**config.mk**
```make
export PLATFORM = sky130hd
export DESIGN_NAME = control_contador_flat
export DESIGN_NICKNAME = d
export VERILOG_FILES = /design/src/rtl/contador_pkg.sv /design/src/rtl/control_contador_if.sv /design/src/rtl/sig_contador.sv /design/src/rtl/control_contador.sv /design/src/flat_wrapper.sv
export SDC_FILE = /design/constraint.sdc
export NUM_CORES = 1
export LEC_CHECK = 0
export ABC_AREA = 1
export CAP_MARGIN = 10
export CORE_AREA = 2 2 49 51
export DETAILED_ROUTE_END_ITERATION = 6
export DIE_AREA = 0 0 51 53
export PLACE_DENSITY = 0.86
export SKIP_CTS_REPAIR_TIMING = 1
export SYNTH_ARGS = -nofsm -noshare
export SYNTH_HDL_FRONTEND = slang
export SYNTH_SLANG_ARGS = --single-unit
```
**constraint.sdc**
```tcl
create_clock -name C -period 2.1 [get_ports C]
set_input_delay 0.42 -clock C [delete_from_list [all_inputs] [get_ports C]]
set_output_delay 0.42 -clock C [all_outputs]
set_load 0.02 [all_outputs]
```
**src/rtl/contador_pkg.sv**
```systemverilog
// Shared types and constants for the control_contador step-counter sequencer.
// SEQ_CUSTOM_EN selects the custom 8-state count sequence and its reset value.
package contador_pkg;

  typedef enum logic [1:0] {IDLE, LOAD, RUN, DONE} state_t;

`ifdef SEQ_CUSTOM_EN
  localparam logic [3:0] Q_RESET = 4'd10;

  // Successor of every 4-bit value; values outside the cycle restart it at 10.
  localparam logic [3:0] SEQ_NEXT [16] = '{
    4'd10, 4'd3,  4'd1,  4'd6,  4'd12, 4'd10, 4'd10, 4'd10,
    4'd10, 4'd2,  4'd4,  4'd10, 4'd9,  4'd10, 4'd10, 4'd10
  };
`endif

  function automatic logic [1:0] onehot(input logic idx);
    return idx ? 2'b10 : 2'b01;
  endfunction

  // Round-robin: the requester that was not served last has priority.
  function automatic logic pick_winner(input logic ult, input logic [1:0] req);
    if (req[~ult]) return ~ult;
    return ult;
  endfunction

endpackage

```
**src/rtl/control_contador_if.sv**
```systemverilog
// Request/grant bus between the requesting logic and the counter sequencer.
interface control_contador_if #(parameter int W = 4);

  logic [1:0]     req;
  logic [2*W-1:0] ini;
  logic [7:0]     pasos;
  logic [1:0]     gnt;
  logic [1:0]     done;
  logic           busy;
  logic [W-1:0]   Q;

  modport master (output req, ini, pasos, input gnt, done, busy, Q);
  modport slave  (input req, ini, pasos, output gnt, done, busy, Q);

endinterface

```
**src/rtl/sig_contador.sv**
```systemverilog
// Combinational next-value function of the step counter.
// With SEQ_CUSTOM_EN defined it follows the fixed custom sequence (W must be 4).
module sig_contador
  import contador_pkg::*;
#(
  parameter int W = 4
) (
  input  logic [W-1:0] q,
  output logic [W-1:0] nxt
);

`ifdef SEQ_CUSTOM_EN
  assign nxt = SEQ_NEXT[q];
`else
  assign nxt = q + W'(1);
`endif

endmodule

```
**src/rtl/control_contador.sv**
```systemverilog
// Two-way round-robin sequencer that loads and steps the 4-bit counter on negedge C.
// SEQ_CUSTOM_EN switches the counter to the custom sequence with reset value 10.
module control_contador
  import contador_pkg::*;
#(
  parameter int W = 4
) (
  input  logic               C,
  input  logic               nR,
  control_contador_if.slave  bus
);

  state_t       state, state_nx;
  logic         g, ult, win, req_g;
  logic [3:0]   rem, pasos_g;
  logic [W-1:0] q, q_nx, ini_g;

  assign req_g   = bus.req[g];
  assign ini_g   = g ? bus.ini[2*W-1:W] : bus.ini[W-1:0];
  assign pasos_g = g ? bus.pasos[7:4] : bus.pasos[3:0];
  assign win     = pick_winner(ult, bus.req);

  sig_contador #(.W(W)) u_sig (
    .q   (q),
    .nxt (q_nx)
  );

  always_ff @(negedge C or negedge nR) begin
    if (!nR) state <= IDLE;
    else     state <= state_nx;
  end

  // A dropped request in LOAD or RUN aborts straight back to IDLE.
  always_comb begin
    state_nx = state;
    case (state)
      IDLE: if (|bus.req) state_nx = LOAD;
      LOAD: begin
        if (!req_g)              state_nx = IDLE;
        else if (pasos_g == 4'd0) state_nx = DONE;
        else                     state_nx = RUN;
      end
      RUN: begin
        if (!req_g)           state_nx = IDLE;
        else if (rem == 4'd1) state_nx = DONE;
      end
      DONE:    state_nx = IDLE;
      default: state_nx = IDLE;
    endcase
  end

  always_ff @(negedge C or negedge nR) begin
    if (!nR) begin
      g   <= 1'b0;
      ult <= 1'b1;
      rem <= 4'd0;
`ifdef SEQ_CUSTOM_EN
      q   <= Q_RESET;
`else
      q   <= '0;
`endif
    end else begin
      case (state)
        IDLE: if (|bus.req) g <= win;
        LOAD: begin
          if (!req_g) ult <= g;
          else begin
            q   <= ini_g;
            rem <= pasos_g;
          end
        end
        RUN: begin
          if (!req_g) ult <= g;
          else begin
            q   <= q_nx;
            rem <= rem - 4'd1;
          end
        end
        DONE:    ult <= g;
        default: ;
      endcase
    end
  end

  assign bus.busy = (state != IDLE);
  assign bus.gnt  = (state != IDLE) ? onehot(g) : 2'b00;
  assign bus.done = (state == DONE) ? onehot(g) : 2'b00;
  assign bus.Q    = q;

endmodule

```
**src/flat_wrapper.sv**
```systemverilog
// flat-port wrapper written by rule: the top's interface ports become plain ports
module control_contador_flat import contador_pkg::*;
#(
  parameter int W = 4
)
  (C, nR, bus_req, bus_ini, bus_pasos, bus_gnt, bus_done, bus_busy, bus_Q);
  control_contador_if #(.W(W)) bus_i ();
  input  logic C;
  input  logic nR;
  input wire logic [$bits(bus_i.req)-1:0] bus_req;
  input wire logic [$bits(bus_i.ini)-1:0] bus_ini;
  input wire logic [$bits(bus_i.pasos)-1:0] bus_pasos;
  output wire logic [$bits(bus_i.gnt)-1:0] bus_gnt;
  output wire logic [$bits(bus_i.done)-1:0] bus_done;
  output wire logic [$bits(bus_i.busy)-1:0] bus_busy;
  output wire logic [$bits(bus_i.Q)-1:0] bus_Q;
  assign bus_i.req = bus_req;
  assign bus_i.ini = bus_ini;
  assign bus_i.pasos = bus_pasos;
  assign bus_gnt = bus_i.gnt;
  assign bus_done = bus_i.done;
  assign bus_busy = bus_i.busy;
  assign bus_Q = bus_i.Q;
  control_contador #(.W(W)) u_core (.C(C), .nR(nR), .bus(bus_i));
endmodule
```
==> results.py, run 1 <==
metrics = {
    "status": {
        "outcome": "finished, violations left",
        "failed_checks": "setup timing",
    },
    "final_layout": {
        "n_antenna_cell": 0,
        "layout_common_cells": "nand2_1 (40), buf_4 (22), buf_6 (15), nand2_2 (12)",
        "drive_gt1_share_pct": 40.0,
        "nFillCells": 131,
        "fin_area_sq_um": 1660,
        "instances_no_fill": 228,
        "seq_area_sq_um": 302,
        "nets": 229,
        "area_delta_synth_final_pct": 72.5,
        "multiInputGateArea_sq_um": 662,
        "layout_commonest_cell": "nand2_1",
    },
    "yosys": {
        "synthDistinctLibCells": 20,
        "yosys_warnings": 0,
        "syn_avg_cell_area_sq_um": 6.63,
        "ys_ff_latch": 12,
        "synth_area_sq_um": 961,
        "synthesis.nets": 173,
        "ys_seq_area_share_pct": 31.4,
        "syn_inst": 145,
    },
    "setup_path": {
        "rrSetupSlack_ns": 0.19,
        "startpoint_type": "register",
        "crit_path_max_fanout": 4,
        "reg2reg_to": "u_core.rem[0]$_DFFE_NN0P_",
        "r2r_start": "u_core.state[0]$_DFFE_NN0P_",
        "startpoint": "u_core.state[1]$_DFFE_NN0P_",
        "crit_type": "register to output port",
        "cp-endpoint": "bus_gnt[1]",
        "setup.worst_path.end_class": "output port",
        "cp.arrival_ns": 2.27,
        "required_ns": 1.68,
        "ff2ff_path_depth": 7,
    },
    "global_route": {
        "grt_usage_pct": 22.0,
        "grt_remaining_overflow": 0,
        "grt_pass1_wl_mm": 4.43,
        "antenna_found_initial": 0,
        "gr-usage-met1_pct": 27.6,
        "grt.met2_usage_pct": 36.8,
        "grt_max_degree": 13,
        "use_met3_pct": 1.13,
        "grt_pass1_vias": 1021,
        "grt.busiest_layer": "met2",
    },
    "detailed_routing": {
        "drc_errors": 0,
        "vias": 1205,
        "ant_nets": 0,
        "drt_pass1_iterations": 4,
        "drt-initial-drc-count": 44,
        "routed_via_density": 5.29,
        "wl_mm": 3.27,
        "wl_per_cell_um": 14.3,
    },
    "clock_network": {
        "h-tree-depth": 1,
        "cts_buffers": 3,
        "clock-sinks": 12,
        "clk_latency_ns": 0.34,
        "cts_buffer_depth": 2,
        "root_buffer": "clkbuf_4",
        "clk_pin_slew_ns": 0.06,
        "tritoncts": "yes",
    },
    "floorplanning": {
        "dieWidth_um": 51,
        "core_sq_um": 2150,
        "ios": 29,
        "start_util_pct": 44.7,
        "die_y_um": 53,
        "rows": 17,
        "dieArea_sq_um": 2700,
    },
    "timing": {
        "setup_viol": 12,
        "fin_tns_setup_ns": -3.78,
        "setup_ws_ns": -0.593,
        "relSlewSlack_pct": 70.6,
        "hold_viol_final": 0,
        "worstMarginPinSlew_ns": 0.441,
        "fin_skew_ns": 0.0572,
        "drv_slew": 0,
        "rsz0062_at_grt": "yes",
    },
    "job": {
        "maxCapViolations": 0,
    },
    "place": {
        "dpl_cell_area_sq_um": 1450,
        "post-dp-hpwl_mm": 2.11,
        "port_buffers": 28,
        "place_ws_ns": -0.798,
        "gp_congestion": 0.905,
        "dp.cells": 218,
    },
    "pwr": {
        "power.density_nw_per_um2": 1830,
        "ir_drop_mv": 1.27,
        "leakagePower_nw": 0.924,
        "finalPower_mw": 3.03,
    },
    "min_path": {
        "hold_class": "register to register",
    },
}
## how the worst min path moves through the flow
stage	from	end	slack [ns]	cells after the start
floorplan	u_core.ult$_DFFE_NN1P_	u_core.g$_DFFE_NN0P_	0.43	3
global placement	u_core.ult$_DFFE_NN1P_	u_core.g$_DFFE_NN0P_	0.44	3
detailed placement	u_core.rem[3]$_DFFE_NN0P_	u_core.rem[3]$_DFFE_NN0P_	0.46	2
CTS	u_core.rem[3]$_DFFE_NN0P_	u_core.rem[3]$_DFFE_NN0P_	0.46	2
global route	u_core.rem[3]$_DFFE_NN0P_	u_core.rem[3]$_DFFE_NN0P_	0.49	2
finish	u_core.rem[3]$_DFFE_NN0P_	u_core.rem[3]$_DFFE_NN0P_	0.48	2
## metal layers
layer,vias to the layer above,part of all wire (%)
met4,0,3.1
met3,10,5.6
met1,562,40
met5,-,0
li1,566,-
met2,67,51
## cell usage after synthesis
cell / count / share of area, %
nand2_1: 51 / 20
inv_1: 18 / 7.0
nand3_1: 13 / 6.8
nor2_1: 12 / 4.7
dfrtn_1: 11 / 29
o21ai_0: 11 / 5.7
ha_1: 8 / 10
buf_2: 3 / 1.6
a21oi_1: 2 / 1.0
buf_6: 2 / 2.3
nand2_2: 2 / 1.3
nand4_1: 2 / 1.3
o21ai_1: 2 / 1.0
o22ai_1: 2 / 1.3
dfstp_2: 1 / 2.7
inv_2: 1 / 0.39
o211ai_2: 1 / 1.3
o21ai_2: 1 / 0.91
or2_2: 1 / 0.65
xnor2_1: 1 / 0.91
## cells by family (layout without fill, tap and decap cells)
| group | after synthesis | in the layout | share of synthesized area (%) |
|---|---|---|---|
| AO/OA/AOI/OAI | 19 | 19 | 11.3 |
| XOR/XNOR | 1 | 1 | 0.912 |
| adder cells (fa/ha/maj) | 8 | 8 | 10.4 |
| flip-flops | 12 | 12 | 31.4 |
| AND/OR/NAND/NOR | 81 | 81 | 34.6 |
| buffers and inverters | 24 | 79 | 11.3 |
## where the power goes
group	internal [mW]	total (mW)	switching [mW]	leakage [nW]
Clock	0.0715	0.165	0.0937	0.0207
Combinational	1.10	2.40	1.30	0.758
Sequential	0.375	0.468	0.0930	0.146
Total	1.55	3.03	1.48	0.924
## per-stage QoR
stage / utilization (%) / hold slack, ns
global route: 77.2 / 0.486
finish: 77.2 / 0.479
detailed placement: 67.7 / 0.461
floorplan: - / 0.427
global placement: 67.7 / 0.441
CTS: 68.9 / 0.462
## sequential cells by signal, summed over array words and instances (netlist names)
name	cells
u_core.bus.Q	4
u_core.rem	4
u_core.state	2
u_core.g	1
u_core.ult	1
## layout make-up
| class | count | area share, % |
|---|---|---|
| Sequential cell | 12 | 18.2 |
| Inverter | 18 | 4.38 |
| Timing Repair Buffer | 56 | 33.6 |
| Clock buffer | 3 | 1.36 |
| Tap cell | 28 | 2.11 |
| Multi-Input combinational cell | 109 | 39.9 |
| Clock inverter | 2 | 0.453 |
## worst max-delay path: stages, from the launching register on
cell     delay [ns]
dfrtn_1        0.46
inv_2          0.07
ha_4           0.19
nor2_4         0.10
buf_6          0.12
Power figures use the tool's default switching activity.
==> inputs of run 2 (changes only) <==
- CAP_MARGIN: 10 -> 20
==> results of run 2 <==
Same layout as run 1: the final DEF is identical, and so are final timing and power.
==> inputs of run 3 (changes only) <==
- CORE_AREA: 2 2 49 51 -> 2 2 48 50
- CTS_BUF_LIST: not set -> sky130_fd_sc_hd__clkbuf_8
- DIE_AREA: 0 0 51 53 -> 0 0 50 52
- PLACE_DENSITY: 0.86 -> 0.89
- SLEW_MARGIN: not set -> 10
- SYNTH_HIERARCHICAL: not set -> 1
==> run 3 against run 2 <==
Effect of this change:
- the run still ends with setup timing left
- sequential power is 1% lower
- register-to-register slack worse by 0.07 ns
- largest cell class unchanged
- first-iteration DRC count is 43% lower
- critical endpoint is now bus_gnt[0]
- critical path type unchanged
- utilization is 3.1 points lower
==> results.py, run 3 <==
metrics = {
    "timing": {
        "drv_slew": 0,
        "worstMarginPinSlew_ns": 0.276,
        "setup_viol": 11,
        "relSlewSlack_pct": 81.6,
        "fin_skew_ns": 0.0440,
        "setup_ws_ns": -0.601,
        "fin_tns_setup_ns": -3.81,
        "rsz0062_at_grt": "yes",
        "hold_viol_final": 0,
    },
    "detailed_routing": {
        "drc_errors": 0,
        "routed_via_density": 5.20,
        "drt-initial-drc-count": 25,
        "wl_per_cell_um": 13.2,
        "vias": 1149,
        "ant_nets": 0,
        "drt_pass1_iterations": 5,
        "wl_mm": 2.92,
    },
    "setup_path": {
        "max_stage_delay_ns": 0.55,
        "setup.worst_path.end_class": "output port",
        "startpoint_type": "register",
        "crit_path_max_fanout": 9,
        "cp_slowest_cell": "dfrtn_1",
        "crit_family": "flip-flops",
        "crit_chain": "buf_4, nor2_4, buf_6",
        "critPathBufInv": 2,
        "crit_type": "register to output port",
        "required_ns": 1.68,
        "rrSetupSlack_ns": 0.12,
        "cp.arrival_ns": 2.28,
    },
    "yosys": {
        "ys_seq_area_share_pct": 31.5,
        "synth_top_cell_by_area": "dfrtn_1",
        "syn_inst": 142,
        "synth_top_area_share_pct": 28.8,
        "synth_common_cells": "nand2_1 (54), inv_1 (20), nand3_1 (14)",
        "synthesis.nets": 170,
        "synth_area_sq_um": 956,
        "syn_avg_cell_area_sq_um": 6.73,
        "ys.flop_type": "dfrtn_1",
        "async_reset_ff_share_pct": 100,
        "synthDistinctLibCells": 18,
        "synth_edf_count": 0,
        "ys_top_cells_by_area": "dfrtn_1 (29%), nand2_1 (21%), ha_1 (10%)",
        "yosys_warnings": 6,
        "ys_ff_latch": 12,
        "yosysMostFrequentCell": "nand2_1",
    },
    "final_layout": {
        "utilization_pct": 74.0,
        "layout_common_cells": "nand2_1 (51), buf_4 (25), nand3_1 (14), inv_1 (12), dfrtn_1 (11)",
        "layout_commonest_cell": "nand2_1",
        "multiInputGateArea_sq_um": 603,
        "nets": 222,
        "n_antenna_cell": 0,
        "drive_gt1_share_pct": 30.1,
        "instances_no_fill": 221,
        "area_delta_synth_final_pct": 63.1,
        "seq_area_sq_um": 302,
        "nFillCells": 143,
    },
    "place": {
        "post-dp-hpwl_mm": 1.96,
        "gp_congestion": 0.840,
        "port_buffers": 28,
        "dp.cells": 214,
    },
    "floorplanning": {
        "rows": 17,
        "dieArea_sq_um": 2600,
        "ios": 29,
        "dieWidth_um": 50,
        "core_sq_um": 2110,
        "die_y_um": 52,
        "start_util_pct": 45.4,
    },
    "pwr": {
        "leakagePower_nw": 0.872,
        "power.density_nw_per_um2": 1530,
        "ir_drop_mv": 1.01,
    },
    "clock_network": {
        "clk_latency_ns": 0.31,
        "h-tree-depth": 1,
        "clk_pin_slew_ns": 0.04,
        "tritoncts": "yes",
        "root_buffer": "clkbuf_8",
        "clock-sinks": 12,
        "cts_buffer_depth": 2,
        "cts_buffers": 3,
    },
    "global_route": {
        "grt_pass1_vias": 955,
        "grt_remaining_overflow": 0,
        "use_met3_pct": 2.87,
        "grt.busiest_layer": "met2",
        "gr-usage-met1_pct": 24.2,
        "antenna_found_initial": 0,
        "grt_pass1_wl_mm": 4.08,
        "grt_usage_pct": 21.5,
        "grt_max_degree": 12,
        "grt.met2_usage_pct": 39.7,
    },
    "min_path": {
        "hold_class": "register to register",
    },
    "status": {
        "outcome": "finished, violations left",
        "failed_checks": "setup timing",
    },
    "job": {
        "maxCapViolations": 0,
    },
}
run 3: cell count changes in the layout (fill, tap and decap cells not counted), sizes merged, moves of 2 or more:
cell	before	now
nor2	12	6
buf	38	34
o211ai	1	5
o21ai	14	10
clkdlybuf4s50	6	9
dlymetal6s2s	11	8
inv	19	21
nand2	53	55
o22ai	2	0
run 3: where the power goes:
| group | total, mW | switching (mW) | leakage [nW] | internal, mW |
|---|---|---|---|---|
| clock network | 0.232 | 0.0994 | 0.0285 | 0.132 |
| logic | 1.69 | 0.931 | 0.697 | 0.763 |
| registers | 0.463 | 0.100 | 0.147 | 0.363 |
run 3: final timing paths:
path / start / end / cells after the start
worst max-delay path: u_core/g$_DFFE_NN0P_ / bus_gnt[0] / 3
worst min-delay path: u_core/rem[3]$_DFFE_NN0P_ / u_core/rem[3]$_DFFE_NN0P_ / 2
worst max register to register: u_core/state[0]$_DFFE_NN0P_ / u_core/bus.Q[0]$_DFFE_NN0P_ / 9
worst min register to register: u_core/rem[3]$_DFFE_NN0P_ / u_core/rem[3]$_DFFE_NN0P_ / 2
max in group asynchronous: nR / u_core/g$_DFFE_NN0P_ / 2
min in group asynchronous: nR / u_core/rem[3]$_DFFE_NN0P_ / 2
run 3: layer usage:
metal	part of all wire [%]	routed length, um	vias up
li1	-	-	550
met1	41	1190	537
met2	53	1530	51
met3	4.5	131	11
met4	2.1	61	0
met5	0	0	-
run 3: kinds of logic (layout without fill, tap and decap cells):
group / Yosys count / in the layout / share of synthesized area, %
simple gates: 78 / 78 / 33.5
xor+xnor: 1 / 1 / 0.916
buf+inv: 25 / 76 / 11.6
flops: 12 / 12 / 31.5
compound gates: 18 / 18 / 11.9
fa+ha+maj: 8 / 8 / 10.5
run 3: layout make-up:
| class | instances | share of cell area (%) |
|---|---|---|
| Multi-Input combinational cell | 105 | 38.7 |
| Timing Repair Buffer | 51 | 31.3 |
| Sequential cell | 12 | 19.3 |
| Tap cell | 28 | 2.25 |
| Clock buffer | 3 | 2.65 |
| Inverter | 20 | 5.30 |
| Clock inverter | 2 | 0.482 |
run 3: worst min-delay path, cell delays in order, from the launching register on:
cell and delay [ns]:
dfrtn_1 0.43, nand2_1 0.06, nand2_1 0.06
run 3: per-stage QoR:
step / hold WS [ns] / instance area, sq um / worst slack [ns] / total power, mW
3_3_place_gp: 0.450 / 1450 / -0.724 / 1.92
5_1_grt: 0.511 / 1560 / -0.637 / 2.53
4_1_cts: 0.465 / 1490 / -1.06 / 2.25
6_report: 0.472 / 1560 / -0.601 / 2.39
3_5_place_dp: 0.465 / 1450 / -0.778 / 1.99
2_1_floorplan: 0.431 / 1010 / -0.219 / 1.43
